**src/rtl/module_branch_target_buffer_pkg.sv**
```systemverilog
// Shared types for the branch target buffer: counter encoding, entry layout
// and the 2-bit saturating counter update.
package pkg_btb;

    // Entry fields are sized for this width; the BTB's XLEN must not exceed it.
    localparam int BTB_XLEN = 32;

    typedef enum logic [1:0] {
        SNT = 2'b00,
        WNT = 2'b01,
        WT  = 2'b10,
        ST  = 2'b11
    } ctr_t;

    typedef struct packed {
        logic                valid;
        logic [BTB_XLEN-1:0] tag;
        logic [BTB_XLEN-1:0] target;
        ctr_t                ctr;
    } btb_entry_t;

    localparam ctr_t CTR_RESET = WNT;
    localparam ctr_t CTR_ALLOC = WT;

    function automatic ctr_t sat_update(input ctr_t ctr, input logic taken);
        ctr_t next;
        unique case (ctr)
            SNT:     next = taken ? WNT : SNT;
            WNT:     next = taken ? WT  : SNT;
            WT:      next = taken ? ST  : WNT;
            default: next = taken ? ST  : WT;
        endcase
        return next;
    endfunction

endpackage

```
**src/rtl/module_branch_target_buffer_sat_counter2.sv**
```systemverilog
// Pure next-state function of a 2-bit saturating direction counter.
// Kept as its own module so a branch history table can share it.
module module_sat_counter2
    import pkg_btb::*;
(
    input  logic [1:0] i_ctr,
    input  logic       i_taken,
    output logic [1:0] o_ctr
);

    assign o_ctr = sat_update(ctr_t'(i_ctr), i_taken);

endmodule

```
**src/rtl/module_branch_target_buffer.sv**
```systemverilog
// Direct-mapped BTB with per-entry 2-bit direction counter; combinational
// lookup for Fetch, trained from Execute. Optional counters: BTB_PERF_EN.
module module_branch_target_buffer
    import pkg_btb::*;
#(
    parameter int ENTRIES = 16,
    parameter int XLEN    = BTB_XLEN
)
(
    input  logic            clk_i,
    input  logic            rst_i,
    input  logic [XLEN-1:0] pcF_i,
    output logic            predTakenF_o,
    output logic [XLEN-1:0] predTargetF_o,
    input  logic            we_btb_i,
    input  logic [XLEN-1:0] pcE_i,
    input  logic            takenE_i,
    input  logic [XLEN-1:0] targetE_i,
    output logic            hitE_o
`ifdef BTB_PERF_EN
    ,
    output logic [31:0]     lookups_o,
    output logic [31:0]     updates_o,
    output logic [31:0]     mispred_o
`endif
);

    localparam int IDX_W = $clog2(ENTRIES);

    btb_entry_t          r_mem [ENTRIES];
    logic                r_hitE;

    logic [IDX_W-1:0]    w_idxF;
    logic [IDX_W-1:0]    w_idxE;
    logic [BTB_XLEN-1:0] w_tagF;
    logic [BTB_XLEN-1:0] w_tagE;
    btb_entry_t          w_entF;
    btb_entry_t          w_entE;
    logic                w_hitF;
    logic                w_hitE;
    logic [1:0]          w_ctr_nextE;
    logic                w_unused;

    // Byte-offset bits never select an entry.
    assign w_unused = &{1'b0, pcF_i[1:0], pcE_i[1:0]};

    assign w_idxF = pcF_i[IDX_W+1:2];
    assign w_idxE = pcE_i[IDX_W+1:2];
    assign w_tagF = BTB_XLEN'(pcF_i[XLEN-1:IDX_W+2]);
    assign w_tagE = BTB_XLEN'(pcE_i[XLEN-1:IDX_W+2]);

    assign w_entF = r_mem[w_idxF];
    assign w_entE = r_mem[w_idxE];
    assign w_hitF = w_entF.valid & (w_entF.tag == w_tagF);
    assign w_hitE = w_entE.valid & (w_entE.tag == w_tagE);

    // Lookup reads the registered array only, so an update in the same cycle is not seen.
    assign predTakenF_o  = w_hitF & w_entF.ctr[1];
    assign predTargetF_o = predTakenF_o ? XLEN'(w_entF.target) : '0;
    assign hitE_o        = r_hitE;

    module_sat_counter2 u_sat_counter2 (
        .i_ctr   (w_entE.ctr),
        .i_taken (takenE_i),
        .o_ctr   (w_ctr_nextE)
    );

    // NOTE: the array is flops, not RAM: valid bits and counters must clear on reset.
    always_ff @(posedge clk_i or posedge rst_i) begin
        if (rst_i) begin
            for (int i = 0; i < ENTRIES; i++) begin
                r_mem[i] <= '{valid: 1'b0, tag: '0, target: '0, ctr: CTR_RESET};
            end
            r_hitE <= 1'b0;
        end else begin
            r_hitE <= we_btb_i & w_hitE;
            if (we_btb_i) begin
                if (w_hitE) begin
                    r_mem[w_idxE].ctr <= ctr_t'(w_ctr_nextE);
                    if (takenE_i) begin
                        r_mem[w_idxE].target <= BTB_XLEN'(targetE_i);
                    end
                end else if (takenE_i) begin
                    // Taken miss allocates, evicting any alias at this index.
                    r_mem[w_idxE] <= '{valid: 1'b1, tag: w_tagE,
                                       target: BTB_XLEN'(targetE_i), ctr: CTR_ALLOC};
                end
            end
        end
    end

`ifdef BTB_PERF_EN
    logic [31:0] r_lookups;
    logic [31:0] r_updates;
    logic [31:0] r_mispred;
    logic        w_predE;
    logic        w_mispredE;

    assign w_predE    = w_hitE & w_entE.ctr[1];
    assign w_mispredE = (w_predE != takenE_i) |
                        (w_predE & takenE_i & (w_entE.target != BTB_XLEN'(targetE_i)));

    always_ff @(posedge clk_i or posedge rst_i) begin
        if (rst_i) begin
            r_lookups <= '0;
            r_updates <= '0;
            r_mispred <= '0;
        end else begin
            r_lookups <= r_lookups + 32'd1;
            if (we_btb_i) begin
                r_updates <= r_updates + 32'd1;
                if (w_mispredE) begin
                    r_mispred <= r_mispred + 32'd1;
                end
            end
        end
    end

    assign lookups_o = r_lookups;
    assign updates_o = r_updates;
    assign mispred_o = r_mispred;
`endif

endmodule

```
**config.mk**
```make
export PLATFORM = sky130hd
export DESIGN_NAME = module_branch_target_buffer
export DESIGN_NICKNAME = d
export VERILOG_FILES = /design/src/rtl/module_branch_target_buffer_pkg.sv /design/src/rtl/module_branch_target_buffer_sat_counter2.sv /design/src/rtl/module_branch_target_buffer.sv
export SDC_FILE = /design/constraint.sdc
export NUM_CORES = 2
export LEC_CHECK = 0
export CAP_MARGIN = 10
export CORE_ASPECT_RATIO = 0.5
export CORE_MARGIN = 2
export CORE_UTILIZATION = 45
export CTS_BUF_LIST = sky130_fd_sc_hd__clkbuf_16
export CTS_CLUSTER_DIAMETER = 40
export DETAILED_ROUTE_END_ITERATION = 16
export MAX_ROUTING_LAYER = met4
export PLACE_DENSITY = 0.65
export RECOVER_POWER = 25
export REMOVE_ABC_BUFFERS = 1
export SKIP_CTS_REPAIR_TIMING = 1
export SLEW_MARGIN = 30
export SYNTH_ARGS = -nofsm -noshare
export SYNTH_HDL_FRONTEND = slang
export SYNTH_SLANG_ARGS = --single-unit
```
**constraint.sdc**
```tcl
create_clock -name clk_i -period 41.9 [get_ports clk_i]
set_input_delay 12.57 -clock clk_i [delete_from_list [all_inputs] [get_ports clk_i]]
set_output_delay 12.57 -clock clk_i [all_outputs]
set_load 0.05 [all_outputs]
```
======== Yosys cells after proc, flatten, opt, wreduce, memory -nomap -nowiden ========
Cells that the tools add are included.
W data, S select, Z words.
operators by class
  add/subtract/negate cells ............... 0
  $mul .................................... 0
  div/mod/pow operators ................... 0
  magnitude comparators ................... 3
  equal/unequal tests ..................... 4
  shift operators ......................... 0
  muxes and demuxes ....................... 24
  bitwise logic cells ..................... 6
  reduce and logical (&&, ||, !) cells .... 4
operators by type and width
  operator              number
  $bwmux W1072          3
  $mux W1072            3
  $demux W67 S4         3
  $bmux W67 S4          2
  $mux W67              5
  $eq A32 B26 Y1        2
  $mux W34              1
  $mux W32              1
  $ge A5 B5 Y1 const B  2
  $not A4 Y5            2
  $mux W2               3
  $pmux W2 S3           1
  $lt A5 B1 Y1 const B  1
  $and A1 B1 Y1         4
  $eq A2 B1 Y1 const B  1
  $eq A2 B2 Y1 const B  1
  $logic_not A2 Y1      1
  $mux W1               2
  $reduce_and A2 Y1     1
  $reduce_bool A2 Y1    1
  $logic_and A1 B1 Y1   1
storage, ports and cells
  flip-flop bits (word level) ............. 1073
  latch bits .............................. 0
  memory bits (writable) .................. 0
  ROM bits ................................ 0
  input bits .............................. 100
  output and inout bits ................... 34
  logic and storage cells ................. 106
  memories kept ........................... 0

======== Depth between registers and ports, before layout ========
  word-level depth ........................ 10
  depth in mapped cells ................... 14
  mapped depth without buffers ............ 8

======== Cells and area by module ========
From an unflattened synthesis, not the netlist that was laid out.
second synthesis, totals
  cells, all modules ...................... 3135
  area total of the unflattened synthesis .. 49293.5 µm²
by module, submodules not included
  module                       instances  cells each  area an instance (µm²)
  module_branch_target_buffer  1          3132        49267.3
  module_sat_counter2          1          3           26.3

======== Worst setup path after synthesis ========
Ideal clock, no wire load.
  path type ............................... input to output
  from .................................... in pcF_i[2]
  to ...................................... out predTargetF_o[10]
  arrival time ............................ 16303 ps
  data required time ...................... 29330 ps
  slack ................................... 13027 ps
  stages on the path ...................... 11
  path buffers ............................ 4
  cell sequence ........................... clkbuf_1 buf_1 clkbuf_1 mux4_2 mux4_2 xnor2_1 nand4_1 nor4_1 nand4_1 clkbuf_1 nor2b_1
on the way
  longest elaborated chain between the ends .. 8
ends and longest elaborated chain
  element                                         RTL line                           source
  start: declaration                              module_branch_target_buffer.sv:12  input logic [XLEN-1:0] pcF_i,
  $not A4 Y5 (implied by the code) *              module_branch_target_buffer.sv:52  assign w_entF = r_mem[w_idxF];
  $bmux W67 S4 *                                  module_branch_target_buffer.sv:52
  $mux W67 (implied by the code) * (2 in series)  module_branch_target_buffer.sv:52
  $eq A32 B26 Y1                                  module_branch_target_buffer.sv:54  assign w_hitF = w_entF.valid & (w_entF.tag == w_tagF);
  $and A1 B1 Y1                                   module_branch_target_buffer.sv:54
  $and A1 B1 Y1                                   module_branch_target_buffer.sv:58  assign predTakenF_o = w_hitF & w_entF.ctr[1];
  $mux W32 *                                      module_branch_target_buffer.sv:59  assign predTargetF_o = predTakenF_o ? XLEN'(w_entF.target) : '0;
  end: declaration                                module_branch_target_buffer.sv:14  output logic [XLEN-1:0] predTargetF_o,
Mark *: on every way between the ends. The rest lies on a longest branch, timed or not. The select of a mux whose other input is x is not followed.

======== Worst setup path in the final report ========
  from .................................... in pcF_i[2]
  to ...................................... out predTargetF_o[29]
Same word-level chain as after synthesis.

==> impl_metrics.tcl <==
set metrics [dict create \
    dpl.hpwl_mm 70.8 \
    numCtsBuffers 114 \
    setup_viol 0 \
    use_met1 0.324 \
    synth_seq_cells 977 \
    final_common_cell "dfrtp_1" \
    p_per_area_nw_per_um2 49.6 \
    path_cells "buf_8, buf_4, buf_4, mux4_2, mux4_2, xnor2_1, nand4_1, nor4_1, nand4_1, buf_4, nor2b_1, clkdlybuf4s50_1" \
    endpoint_kind "output port" \
    avgRoutedWirePerCell_um 27.7 \
    grt_use_met3 0.0369 \
    ys_types 70 \
    arrival_ns 18.39 \
    rsz0062_at_grt "false" \
    fin_nets 3234 \
    cts_root_buf "clkbuf_16" \
    drt_wl_total_mm 130 \
    port_buffers 129 \
    pre_cts_ws_ns 10.89 \
    grt_busiest_layer "met2" \
    async_flop_share 1.00 \
    tightest_slew_ns 5.91 \
    antenna_found_initial 4 \
    timing.fmax_mhz 32.3 \
    grt_pass1_wl_mm 198 \
    max_stage_delay_ns 0.82 \
    finalMaxSlewViolations 577 \
    cts_tree "yes" \
    viasPerCell 6.16 \
    drt-initial-drc-count 2016 \
    outcome "finished, violations left" \
    layout_setup_ws_ns 10.94 \
    post-route-util 0.512 \
    slowest_stage "clkdlybuf4s50_1" \
    criticalPathCategory "input pin to output port" \
    io-pin-count 134 \
    clock_latency_ns 0.71 \
    peakVddDrop_uv 41.0 \
    gr-total-overflow 0 \
    design.die.area_um2 112000 \
    seq_area_frac_synth 0.497 \
    cp-start-kind "input pin" \
    period_share 0.739 \
    fin_crit_ns 30.96 \
    cap_viol_max_count 8 \
    die_y_um 238 \
    htreeDepth 3 \
    track_usage 0.242 \
    synth_top_area_cell "dfrtp_1" \
    grt_pass1_vias 30428 \
    p_leak_nw 23.7 \
    ant_nets 0 \
    met2_usage 0.388 \
    area_growth_pct 12.3 \
    min_path_type "flop to flop" \
    dpl_cell_area_um2 51500 \
    synth.area.top_cells "dfrtp_1 (49%), mux2_2 (19%), mux4_2 (17%)" \
    core.rowCount 85 \
    path_max_fanout 41 \
    vias 28782 \
    firstDrtPassIters 5 \
    final_cell_mix "dfrtp_1 (961), mux2_2 (816), mux4_2 (381)" \
    synthCells 3105 \
    synth.top_cell.area_share 0.489 \
    final_cell_area_um2 55300 \
    dominantRegCellSynth "dfrtp_1" \
    timing.hold.ws_ns 0.486 \
    grt_start_max_net_pins 188 \
    yosysWarnings 0 \
    setup_tns_ns 0 \
    core-area_um2 108000 \
    required_ns 29.33 \
    finalHoldViolCount 0 \
    cp_common_cell "buf_4" \
    initial_core_util 0.456 \
    failed_checks "capacitance limit, slew limit" \
    synth_area_per_cell_um2 15.9 \
    clk_transition_reported_paths_ns 0.06 \
    drive_above_1_share 0.494 \
    fin_skew_ns 0.0240 \
    clock-sinks 977 \
    syn_area_um2 49200 \
    place_congestion 0.801 \
    worst_slew_margin_rel -2.94 \
    die_w_um 472 \
    remaining_drc_errors 0 \
    clockBufferDepth 3 \
    synth_edf_count 0 \
]
[layout make-up]
class | count | area [um^2]
clock buffer | 114 | 2850
inverter | 5 | 20.0
clock inverter | 102 | 961
tap | 1435 | 1800
antenna | 4 | 10.0
multi-input combinational | 1835 | 23300
timing repair buffer | 201 | 1840
sequential | 977 | 24500
fill | 8911 | 52800
[power breakdown]
part | internal [W] | switching (W) | total (W) | leakage (nW)
Sequential | 0.00113 | 0.000112 | 0.00124 | 12.4
Combinational | 0.000309 | 0.000186 | 0.000495 | 9.37
Clock | 0.000586 | 0.000420 | 0.00101 | 1.88
Total | 0.00202 | 0.000718 | 0.00274 | 23.7
[registers in the layout (all words and copies together) (netlist names)]
signal	flops
hitE_o	1
r_mem	976
[per-stage QoR]
stage / total power (W) / cells
2_1_floorplan: 0.00159 / 2817
3_3_place_gp: 0.00172 / 4451
3_5_place_dp: 0.00175 / 4451
4_1_cts: 0.00276 / 4667
5_1_grt: 0.00286 / 4673
6_report: 0.00274 / 4673
[critical path: cells and delay by family]
| kind | cells | cell delay, ns |
|---|---|---|
| XOR/XNOR | 1 | 0.31 |
| buffers and inverters | 5 | 2.82 |
| multiplexers | 2 | 1.09 |
| AND/OR/NAND/NOR | 4 | 1.43 |
[Yosys cell counts (3+ instances only)]
master and count:
dfrtp_1 961, a21oi_4 13, and2_1 3, buf_2 26, mux2_1 46, a211oi_1 5
nor4_1 7, o22ai_1 7, nand2_1 52, or4_1 3, buf_6 38, mux2_2 816
buf_1 35, or3_1 3, o211ai_1 6, dfstp_2 16, a41o_1 16, a22oi_1 19
and3_1 5, mux2i_1 72, o31ai_1 18, or2_1 3, nand4_1 5, nor3_1 5
a22o_1 4, o21ai_0 14, xor2_1 23, nand3_1 14, mux2_4 76, buf_4 12
mux4_2 381, a21oi_1 28, xnor2_1 32, inv_1 5, or2_2 16, a41oi_1 17
nor2b_1 44, clkbuf_1 175, nor2_1 25, nand2b_1 24
[path summary, 6_finish.rpt]
check | from | endpoint | slack (ns) | cells after the start
max | pcF_i[2] | predTargetF_o[29] | 10.94 | 12
min | r_mem[267] | r_mem[267] | 0.49 | 1
max reg2reg | r_mem[326] | r_mem[988] | 37.37 | 10
min reg2reg | r_mem[267] | r_mem[267] | 0.49 | 1
max in group asynchronous | rst_i | r_mem[824] | 16.74 | 7
min in group asynchronous | rst_i | r_mem[853] | 13.93 | 2
[kinds of logic (layout without fill, tap and decap cells)]
| family | count (synthesis) | after routing | synth area share |
|---|---|---|---|
| AOI/OAI and AO/OA | 171 | 171 | 0.0290 |
| buffers and inverters | 293 | 422 | 0.0303 |
| adders and majority gates | 1 | 1 | 0.000203 |
| DFF | 977 | 977 | 0.497 |
| xor gates and xnor gates | 55 | 55 | 0.00979 |
| muxes | 1391 | 1391 | 0.409 |
| and+or+nand+nor | 217 | 217 | 0.0244 |
| other | 0 | 4 | 0 |
[metal layers]
| metal | wire length [um] | vias to the layer above | part of all wire |
|---|---|---|---|
| met5 | 0 | - | 0 |
| met4 | 3220 | 0 | 0.025 |
| met3 | 6190 | 202 | 0.048 |
| met2 | 63300 | 728 | 0.49 |
| met1 | 56900 | 15853 | 0.44 |
| li1 | - | 11999 | - |
No activity file was read; power rests on OpenSTA's default activity.
